## config.mk

```make
export PLATFORM = sky130hd
export DESIGN_NAME = seg7_scan
export DESIGN_NICKNAME = d
export VERILOG_FILES = /design/src/rtl/seg7_scan.sv
export SDC_FILE = /design/constraint.sdc
export NUM_CORES = 1
export LEC_CHECK = 0
export ABC_AREA = 1
export CORE_ASPECT_RATIO = 1.5
export CORE_MARGIN = 4
export CORE_UTILIZATION = 45
export CTS_BUF_LIST = sky130_fd_sc_hd__clkbuf_4 sky130_fd_sc_hd__clkbuf_8
export DETAILED_ROUTE_END_ITERATION = 10
export DONT_BUFFER_PORTS = 1
export GPL_TIMING_DRIVEN = 0
export PLACE_DENSITY_LB_ADDON = 0.12
export SLEW_MARGIN = 20
export SYNTH_ARGS = -nofsm -noshare
export SYNTH_HDL_FRONTEND = slang
export SYNTH_SLANG_ARGS = --single-unit
```

## constraint.sdc

```tcl
create_clock -name clk -period 1.75 [get_ports clk]
set_input_delay 0.35 -clock clk [delete_from_list [all_inputs] [get_ports clk]]
set_output_delay 0.35 -clock clk [all_outputs]
set_load 0.1 [all_outputs]
```

## src/rtl/seg7_scan.sv

```systemverilog
// Four-digit multiplexed seven-segment scanner with per-slot anti-ghost blanking and frame-synchronous shadow capture.
// Optional leading-zero suppression is enabled by defining SEG7_LZ_BLANK_EN.
module seg7_scan #(
    parameter int REFRESH_DIV  = 100000,
    parameter int BLANK_CYCLES = 16
) (
    input  logic        clk,
    input  logic        rst,
    input  logic [15:0] digits_in,
    input  logic [3:0]  dp_in,
    input  logic        enable,
    output logic [3:0]  an,
    output logic [6:0]  seg,
    output logic        dp,
    output logic        frame_tick
);
    localparam int PW = (REFRESH_DIV > 2) ? $clog2(REFRESH_DIV) : 1;
    localparam logic [PW-1:0] P_LAST  = PW'(REFRESH_DIV - 1);
    localparam logic [PW-1:0] P_BLANK = PW'(BLANK_CYCLES);

    logic [PW-1:0] p_q, p_d;
    logic [1:0]    idx_q, idx_d;
    logic [15:0]   shadow_digits_q, shadow_digits_d;
    logic [3:0]    shadow_dp_q, shadow_dp_d;
    logic [3:0]    an_q, an_d;
    logic [6:0]    seg_q, seg_d;
    logic          dp_q, dp_d;
    logic          p_wrap, frame_wrap, lit;
    logic [3:0]    nib;
    logic [3:0]    digit_blank;

    function automatic logic [6:0] glyph(input logic [3:0] v);
        case (v)
            4'h0: glyph = 7'b1000000;
            4'h1: glyph = 7'b1111001;
            4'h2: glyph = 7'b0100100;
            4'h3: glyph = 7'b0110000;
            4'h4: glyph = 7'b0011001;
            4'h5: glyph = 7'b0010010;
            4'h6: glyph = 7'b0000010;
            4'h7: glyph = 7'b1111000;
            4'h8: glyph = 7'b0000000;
            4'h9: glyph = 7'b0010000;
            4'hA: glyph = 7'b0001000;
            4'hB: glyph = 7'b0000011;
            4'hC: glyph = 7'b1000110;
            4'hD: glyph = 7'b0100001;
            4'hE: glyph = 7'b0000110;
            default: glyph = 7'b0001110;
        endcase
    endfunction

    // A digit is suppressed only when it and every more-significant digit carry neither a value nor a point.
    genvar gi;
    generate
        for (gi = 0; gi < 4; gi++) begin : g_lz
            if (gi == 0) begin : g_d0
                assign digit_blank[gi] = 1'b0;
            end else begin : g_dn
`ifdef SEG7_LZ_BLANK_EN
                assign digit_blank[gi] = (shadow_digits_q[15:gi*4] == '0) && (shadow_dp_q[3:gi] == '0);
`else
                assign digit_blank[gi] = 1'b0;
`endif
            end
        end
    endgenerate

    always_comb begin
        p_wrap          = (p_q == P_LAST);
        frame_wrap      = p_wrap && (idx_q == 2'd3);
        p_d             = p_wrap ? '0 : p_q + 1'b1;
        idx_d           = p_wrap ? idx_q + 2'd1 : idx_q;
        shadow_digits_d = frame_wrap ? digits_in : shadow_digits_q;
        shadow_dp_d     = frame_wrap ? dp_in : shadow_dp_q;
        nib             = shadow_digits_q[idx_q*4 +: 4];
        lit             = enable && (p_q >= P_BLANK) && !digit_blank[idx_q];
        an_d            = 4'b1111;
        seg_d           = 7'b1111111;
        dp_d            = 1'b1;
        if (lit) begin
            an_d[idx_q] = 1'b0;
            seg_d       = glyph(nib);
            dp_d        = ~shadow_dp_q[idx_q];
        end
    end

    always_ff @(posedge clk or posedge rst) begin
        if (rst) begin
            p_q             <= '0;
            idx_q           <= '0;
            shadow_digits_q <= '0;
            shadow_dp_q     <= '0;
            an_q            <= 4'b1111;
            seg_q           <= 7'b1111111;
            dp_q            <= 1'b1;
        end else begin
            p_q             <= p_d;
            idx_q           <= idx_d;
            shadow_digits_q <= shadow_digits_d;
            shadow_dp_q     <= shadow_dp_d;
            an_q            <= an_d;
            seg_q           <= seg_d;
            dp_q            <= dp_d;
        end
    end

    assign an         = an_q;
    assign seg        = seg_q;
    assign dp         = dp_q;
    assign frame_tick = frame_wrap;
endmodule

```

==> results.py, run 1 <==
metrics = {
    "synthesis": {
        "ys_seq_elements": 51,
        "syn-num-nets": 389,
        "synth_ff_type": "dfrtp_1",
        "synth_common_cells": "123 x nand2_1, 42 x nand3_1, 39 x dfrtp_1",
        "synth_mux_area_share_pct": 0,
        "async_flop_share_pct": 100,
        "synth_area_per_cell_um2": 7.76,
        "synth_compound_area_share_pct": 1.78,
        "yosys.area.top_type": "dfrtp_1",
        "synth_top_cell_area_share_pct": 35.5,
        "synth.distinct_cells": 26,
        "ys_seq_area_share_pct": 47.0,
        "syn_inst": 354,
        "synthAdderAreaFrac_pct": 5.47,
        "syn_area_um2": 2750,
        "synth.area.top_cells": "dfrtp_1 36%, nand2_1 17%, dfstp_2 11%",
        "synth_edf_count": 0,
        "yosysWarnings": 0,
        "synthSimpleGateAreaFrac_pct": 36.4,
        "synth_xor_area_share_pct": 1.91,
        "synth_top_family_by_area": "simple AND/OR/NAND/NOR gates",
        "yosysMostFrequentCell": "nand2_1",
    },
    "cts": {
        "clkTransAtPathRegs_ns": 0.11,
        "clockRootBuffer": "clkbuf_8",
        "h-tree-depth": 2,
        "clockBufferDepth": 2,
        "clock_latency_ns": 0.32,
        "cts.sinks": 51,
        "tritoncts": "done",
        "cts_made_buffers": 5,
    },
    "power": {
        "p_sw_share_pct": 25.1,
        "cellLeakagePower_nw": 1.58,
        "combPwrFrac_pct": 2.1,
        "cell_internal_pwr_w": 0.00150,
        "clockPowerShare_pct": 35.5,
        "seqPwrFrac_pct": 62.4,
        "power_density_nw_per_um2": 615,
        "ir_drop_v": 0.000462,
        "p_sw_w": 0.000502,
        "power.total_w": 0.00200,
    },
    "global_routing": {
        "grt_max_degree": 34,
        "grt_pass1_wl_um": 10700,
        "globalRouteTotalUtil_pct": 18.2,
        "grt_overflow": 0,
        "grt_pass1_vias": 2331,
        "antenna_found_initial": 0,
    },
    "die": {
        "core_area_um2": 5870,
        "die_height_um": 104,
        "dieWidth_um": 71.8,
        "ios": 36,
        "die-area_um2": 7440,
        "initial_core_util_pct": 46.8,
        "rows": 34,
    },
    "routing": {
        "routed-wl-met3_um": 199,
        "wl_met2_um": 3760,
        "route.vias.total": 2372,
        "drc": 0,
        "drt_pre_antenna_iters": 4,
        "wl_met1_um": 2470,
        "totalWireLength_um": 6710,
        "vias_per_cell": 5.13,
        "highest_layer": "met4",
        "antenna_left": 0,
        "wire_per_inst_um": 14.5,
        "drt-initial-drc-count": 70,
    },
    "timing": {
        "period_minus_slack_ns": 2.04,
        "setup_tns_ns": -0.293,
        "relSlewSlack_pct": 66.1,
        "worst_hold_slack_ns": 0.159,
        "final-setup-viol-count": 1,
        "worst_pin_slew_ns": 0.508,
        "timing.fmax_mhz": 489,
        "fin_ws_ns": -0.293,
        "drv_slew": 0,
        "finalCritPeriodShare_pct": 117,
        "finClkSkew_ns": 0.0222,
        "rsz0062_at_grt": "yes",
        "hold_viol_final": 0,
    },
    "place": {
        "place_area_um2": 2870,
        "place_congestion": 0.922,
        "post-dp-hpwl_um": 4690,
        "portBuffers": 0,
    },
    "critical_path": {
        "critPathArrivalTime_ns": 1.69,
        "slowest_delay_ns": 0.45,
        "critPathRequiredTime_ns": 1.40,
        "cp_slowest_cell": "dfrtp_2",
        "critPathKind": "reg2out",
        "critical_path.cell_chain": "nor2_2 -> nand3_1 -> nor2_4 -> nand3_2 -> buf_6 -> clkinvlp_4",
        "cp_max_fo": 5,
        "end_kind": "primary output",
        "critPathLaunchType": "flop",
    },
    "run_status": {
        "violations": "negative setup slack",
        "status": "complete, but fails checks",
    },
    "layout": {
        "diodes": 0,
        "nFillCells": 584,
        "area_growth_syn_to_layout_pct": 18.5,
        "design_area_um2": 3260,
        "fin_util_pct": 55.5,
        "nNetsFinal": 424,
        "final_layout_size_suffix_gt1_share_pct": 23.6,
    },
    "flow_run": {
        "drv_cap": 0,
    },
    "worst_hold_path": {
        "min_path_type": "in2reg",
    },
}
-- repair_timing --
item | 4_1_cts | 5_1_grt
cloned | 0 | 1
hold buffers | 1 | 0
hold endpoints to repair | 6 | 0
gates resized for setup | 6 | 28
setup endpoints to repair | 5 | 8
buffers inserted | 16 | 9
pin swaps | 4 | 10
-- registers in the layout (all words and copies together) (netlist names) --
| name | flops |
|---|---|
| an | 4 |
| dp | 1 |
| idx_q | 2 |
| p_q | 17 |
| seg | 7 |
| shadow_digits_q | 16 |
| shadow_dp_q | 4 |
-- final timing paths --
path	from	endpoint	slack (ns)	depth (start not counted)
max reg2reg	idx_q[0]$_DFFE_PP0N_	seg[1]$_DFF_PP1_	0.10	10
min	digits_in[1]	shadow_digits_q[1]$_DFFE_PP0P_	0.16	2
max in group asynchronous	rst	p_q[7]$_DFF_PP0_	0.74	3
min reg2reg	shadow_digits_q[4]$_DFFE_PP0P_	shadow_digits_q[4]$_DFFE_PP0P_	0.48	2
min in group asynchronous	rst	shadow_digits_q[6]$_DFFE_PP0P_	0.46	2
max	p_q[13]$_DFF_PP0_	frame_tick	-0.29	6
-- power by group through the flow --
stage | clock, W | combinational, W | sequential, W
6_report | 0.000709 | 0.0000426 | 0.00125
3_5_place_dp | 0 | 0.0000396 | 0.00127
2_1_floorplan | 0 | 0.0000243 | 0.00127
5_1_grt | 0.000760 | 0.0000496 | 0.00125
4_1_cts | 0.000730 | 0.0000415 | 0.00125
3_3_place_gp | 0 | 0.0000331 | 0.00127
-- kinds of logic (layout without fill, tap and decap cells) --
family                   Yosys count  count (layout)
buffers and inverters             45              81
flip-flops                        51              51
AO/OA/AOI/OAI                      9               9
AND/OR/NAND/NOR                  231             231
XOR/XNOR                           6               6
adder cells (fa/ha/maj)           12              12
-- through the flow --
step / std cells / setup slack, ns
6_report: 462 / -0.293
5_1_grt: 462 / -0.398
4_1_cts: 452 / -0.314
3_5_place_dp: 427 / -0.156
3_3_place_gp: 426 / -0.391
2_1_floorplan: 354 / 0.00604
-- per-layer routing --
layer | vias up | track usage (%)
li1 | 1196 | -
met1 | 1101 | 18.5
met2 | 51 | 34.3
met3 | 24 | 3.10
met4 | 0 | 9.01
met5 | - | 0
-- final cells by class --
class,count,area [um2],share of cell area (%)
Buffer,10,77.6,2.38
Clock buffer,6,76.3,2.34
Clock inverter,2,12.5,0.384
Inverter,35,145,4.46
Multi-Input combinational cell,258,1340,41.1
Sequential cell,51,1300,39.8
Tap cell,72,90.1,2.77
Timing Repair Buffer,27,215,6.61
Timing Repair inverter,1,5.00,0.154
-- worst max-delay path: cells and delay by family (launching register included) --
kind	cells	cell delay [ns]
simple gates	4	0.46
flops	1	0.45
buf+inv	2	0.47
-- cell usage in the layout (no fill, tap or decap), drive strengths merged, types with 6 or more instances in the layout --
master,count
nor2,38
nand2,126
nand4,21
o21ai,6
buf,33
dfstp,12
ha,12
dfrtp,39
clkbuf,9
inv,32
nand3,43
Note: power is estimated with default switching activity, not from simulation.
==> inputs of run 2 (changes only) <==
PLACE_DENSITY_LB_ADDON = 0.15   (was 0.12)
clock period = 1.92 ns   (was 1.75 ns; I/O delays follow)
==> run 2 against run 1 <==
  * Count of clock-buffer cells in the layout down 1
  * Clock skew fell by 0.0099 ns
  * The run still ends with negative setup slack left
  * Total power down 10%
  * Global-route usage grew 0.70 points
  * Register-to-register slack improved by 0.06 ns
==> results.py, run 2 (synthesis results as in run 1) <==
metrics = {
    "layout": {
        "diodes": 0,
        "nNetsFinal": 419,
        "layout_common_cells": "117 x nand2_1, 41 x nand3_1, 37 x dfrtp_1",
        "largest-register": "p_q",
        "layout_commonest_cell": "nand2_1",
        "fin_util_pct": 53.8,
        "multi_input_area_um2": 1280,
        "register_area_um2": 1290,
        "largest_register_ffs": 17,
        "nFillCells": 569,
        "area_growth_syn_to_layout_pct": 15.0,
        "final_layout_size_suffix_gt1_share_pct": 20.0,
    },
    "global_routing": {
        "grt_max_degree": 32,
        "grt_pass1_vias": 2470,
        "grt_pass1_wl_um": 11300,
        "globalRouteTotalUtil_pct": 18.9,
        "grt_overflow": 0,
        "antenna_found_initial": 0,
    },
    "timing": {
        "fin_ws_ns": -0.149,
        "period_minus_slack_ns": 2.07,
        "hold_viol_final": 0,
        "drv_slew": 0,
        "finalCritPeriodShare_pct": 108,
        "worst_hold_slack_ns": 0.0540,
        "relSlewSlack_pct": 54.0,
        "worst_pin_slew_ns": 0.689,
        "final-setup-viol-count": 1,
        "timing.fmax_mhz": 483,
        "finClkSkew_ns": 0.0124,
        "rsz0062_at_grt": "yes",
    },
    "die": {
        "dieWidth_um": 71.8,
        "rows": 34,
        "die-area_um2": 7440,
        "core_area_um2": 5870,
        "die_height_um": 104,
        "ios": 36,
        "initial_core_util_pct": 46.8,
    },
    "routing": {
        "route.vias.total": 2381,
        "drt-initial-drc-count": 103,
        "wl_met2_um": 3670,
        "vias_per_cell": 5.21,
        "wire_per_inst_um": 14.4,
        "drc": 0,
        "wl_met1_um": 2410,
        "drt_pre_antenna_iters": 5,
        "routed-wl-met3_um": 246,
        "highest_layer": "met4",
        "antenna_left": 0,
        "totalWireLength_um": 6570,
    },
    "critical_path": {
        "path_depth": 4,
        "worst-path-buf-inv": 2,
        "crit_start": "idx_q[1]$_DFFE_PP0N_",
        "cp_max_fo": 9,
        "cp-endpoint": "frame_tick",
        "critPathKind": "reg2out",
        "reg2reg_to": "seg[1]$_DFF_PP1_",
        "critPathRequiredTime_ns": 1.54,
        "cpLargestDelayFamily": "buffers and inverters",
        "end_kind": "primary output",
        "critical_path.cell_chain": "ha_1 -> nand3_2 -> buf_6 -> clkinvlp_4",
        "critPathLaunchType": "flop",
        "worst-r2r-setup-slack_ns": 0.16,
        "critPathArrivalTime_ns": 1.69,
        "slowest_delay_ns": 0.49,
        "cp_slowest_cell": "dfrtp_2",
        "timing.rr.start": "idx_q[0]$_DFFE_PP0N_",
        "worst_r2r_path_depth": 10,
    },
    "cts": {
        "cts_hold_buf": 0,
        "clockBufferDepth": 2,
        "cts.sinks": 51,
        "clock_latency_ns": 0.30,
        "clkTransAtPathRegs_ns": 0.10,
        "tritoncts": "done",
        "h-tree-depth": 2,
        "cts_made_buffers": 5,
        "clockRootBuffer": "clkbuf_8",
    },
    "run_status": {
        "status": "complete, but fails checks",
        "violations": "negative setup slack",
    },
    "flow_run": {
        "drv_cap": 0,
    },
    "power": {
        "ir_drop_v": 0.000304,
        "power_density_nw_per_um2": 569,
        "power.total_w": 0.00180,
        "cellLeakagePower_nw": 1.56,
    },
    "place": {
        "portBuffers": 0,
        "place_congestion": 0.932,
        "post-dp-hpwl_um": 4680,
    },
    "worst_hold_path": {
        "min_path_type": "in2async",
    },
}
-- run 2: worst min-delay path by stage --
stage | start | endpoint
after floorplan | shadow_dp_q[1]$_DFFE_PP0P_ | shadow_dp_q[1]$_DFFE_PP0P_
after global placement | shadow_dp_q[2]$_DFFE_PP0P_ | shadow_dp_q[2]$_DFFE_PP0P_
after detailed placement | rst | p_q[12]$_DFF_PP0_
after CTS | rst | shadow_digits_q[6]$_DFFE_PP0P_
after global routing | rst | shadow_digits_q[2]$_DFFE_PP0P_
final | rst | shadow_digits_q[2]$_DFFE_PP0P_
-- run 2: worst reg2reg max path, cell delays in order, from the launching register on --
cell and delay [ns]:
dfrtp_1 0.44, clkbuf_4 0.24, nand2_1 0.07, nand3_1 0.13, nand2_2 0.09, buf_4 0.15, ha_1 0.26, nand3_1 0.12
nor2_1 0.05, nor2_1 0.10, nand2_1 0.06
-- run 2: cell type report --
class	instances	share of cell area, %
Tap cell	72	2.85
Sequential cell	51	41.0
Clock buffer	5	2.18
Inverter	35	4.28
Timing Repair Buffer	23	6.10
Clock inverter	3	0.594
Buffer	10	2.34
Multi-Input combinational cell	258	40.7
-- run 2: report_power, final --
group	total, W	switching, W	leakage (nW)	internal (W)
Sequential	0.00114	0.0000512	0.549	0.00109
Clock	0.000622	0.000364	0.0483	0.000258
Combinational	0.0000363	0.0000281	0.961	0.00000819
Total	0.00180	0.000444	1.56	0.00135
-- run 2: metrics by stage --
step	cell area (um2)	setup TNS, ns	cells	worst slack [ns]
CTS	3090	-0.175	451	-0.175
detailed placement	2870	-0.0481	427	-0.0481
global route	3160	-0.232	457	-0.229
global placement	2840	-10.41	426	-0.269
finish	3160	-0.149	457	-0.149
floorplan	2750	0	354	0.126
-- run 2: timing repair --
action | 4_1_cts | 5_1_grt
buffers inserted | 16 | 6
pin swaps | 7 | 4
setup endpoints to repair | 1 | 7
resized for setup | 6 | 13
-- run 2: per-layer routing --
metal,track usage [%],up-vias
li1,-,1191
met4,10.9,0
met2,32.6,49
met5,0,-
met1,21.4,1125
met3,3.00,16
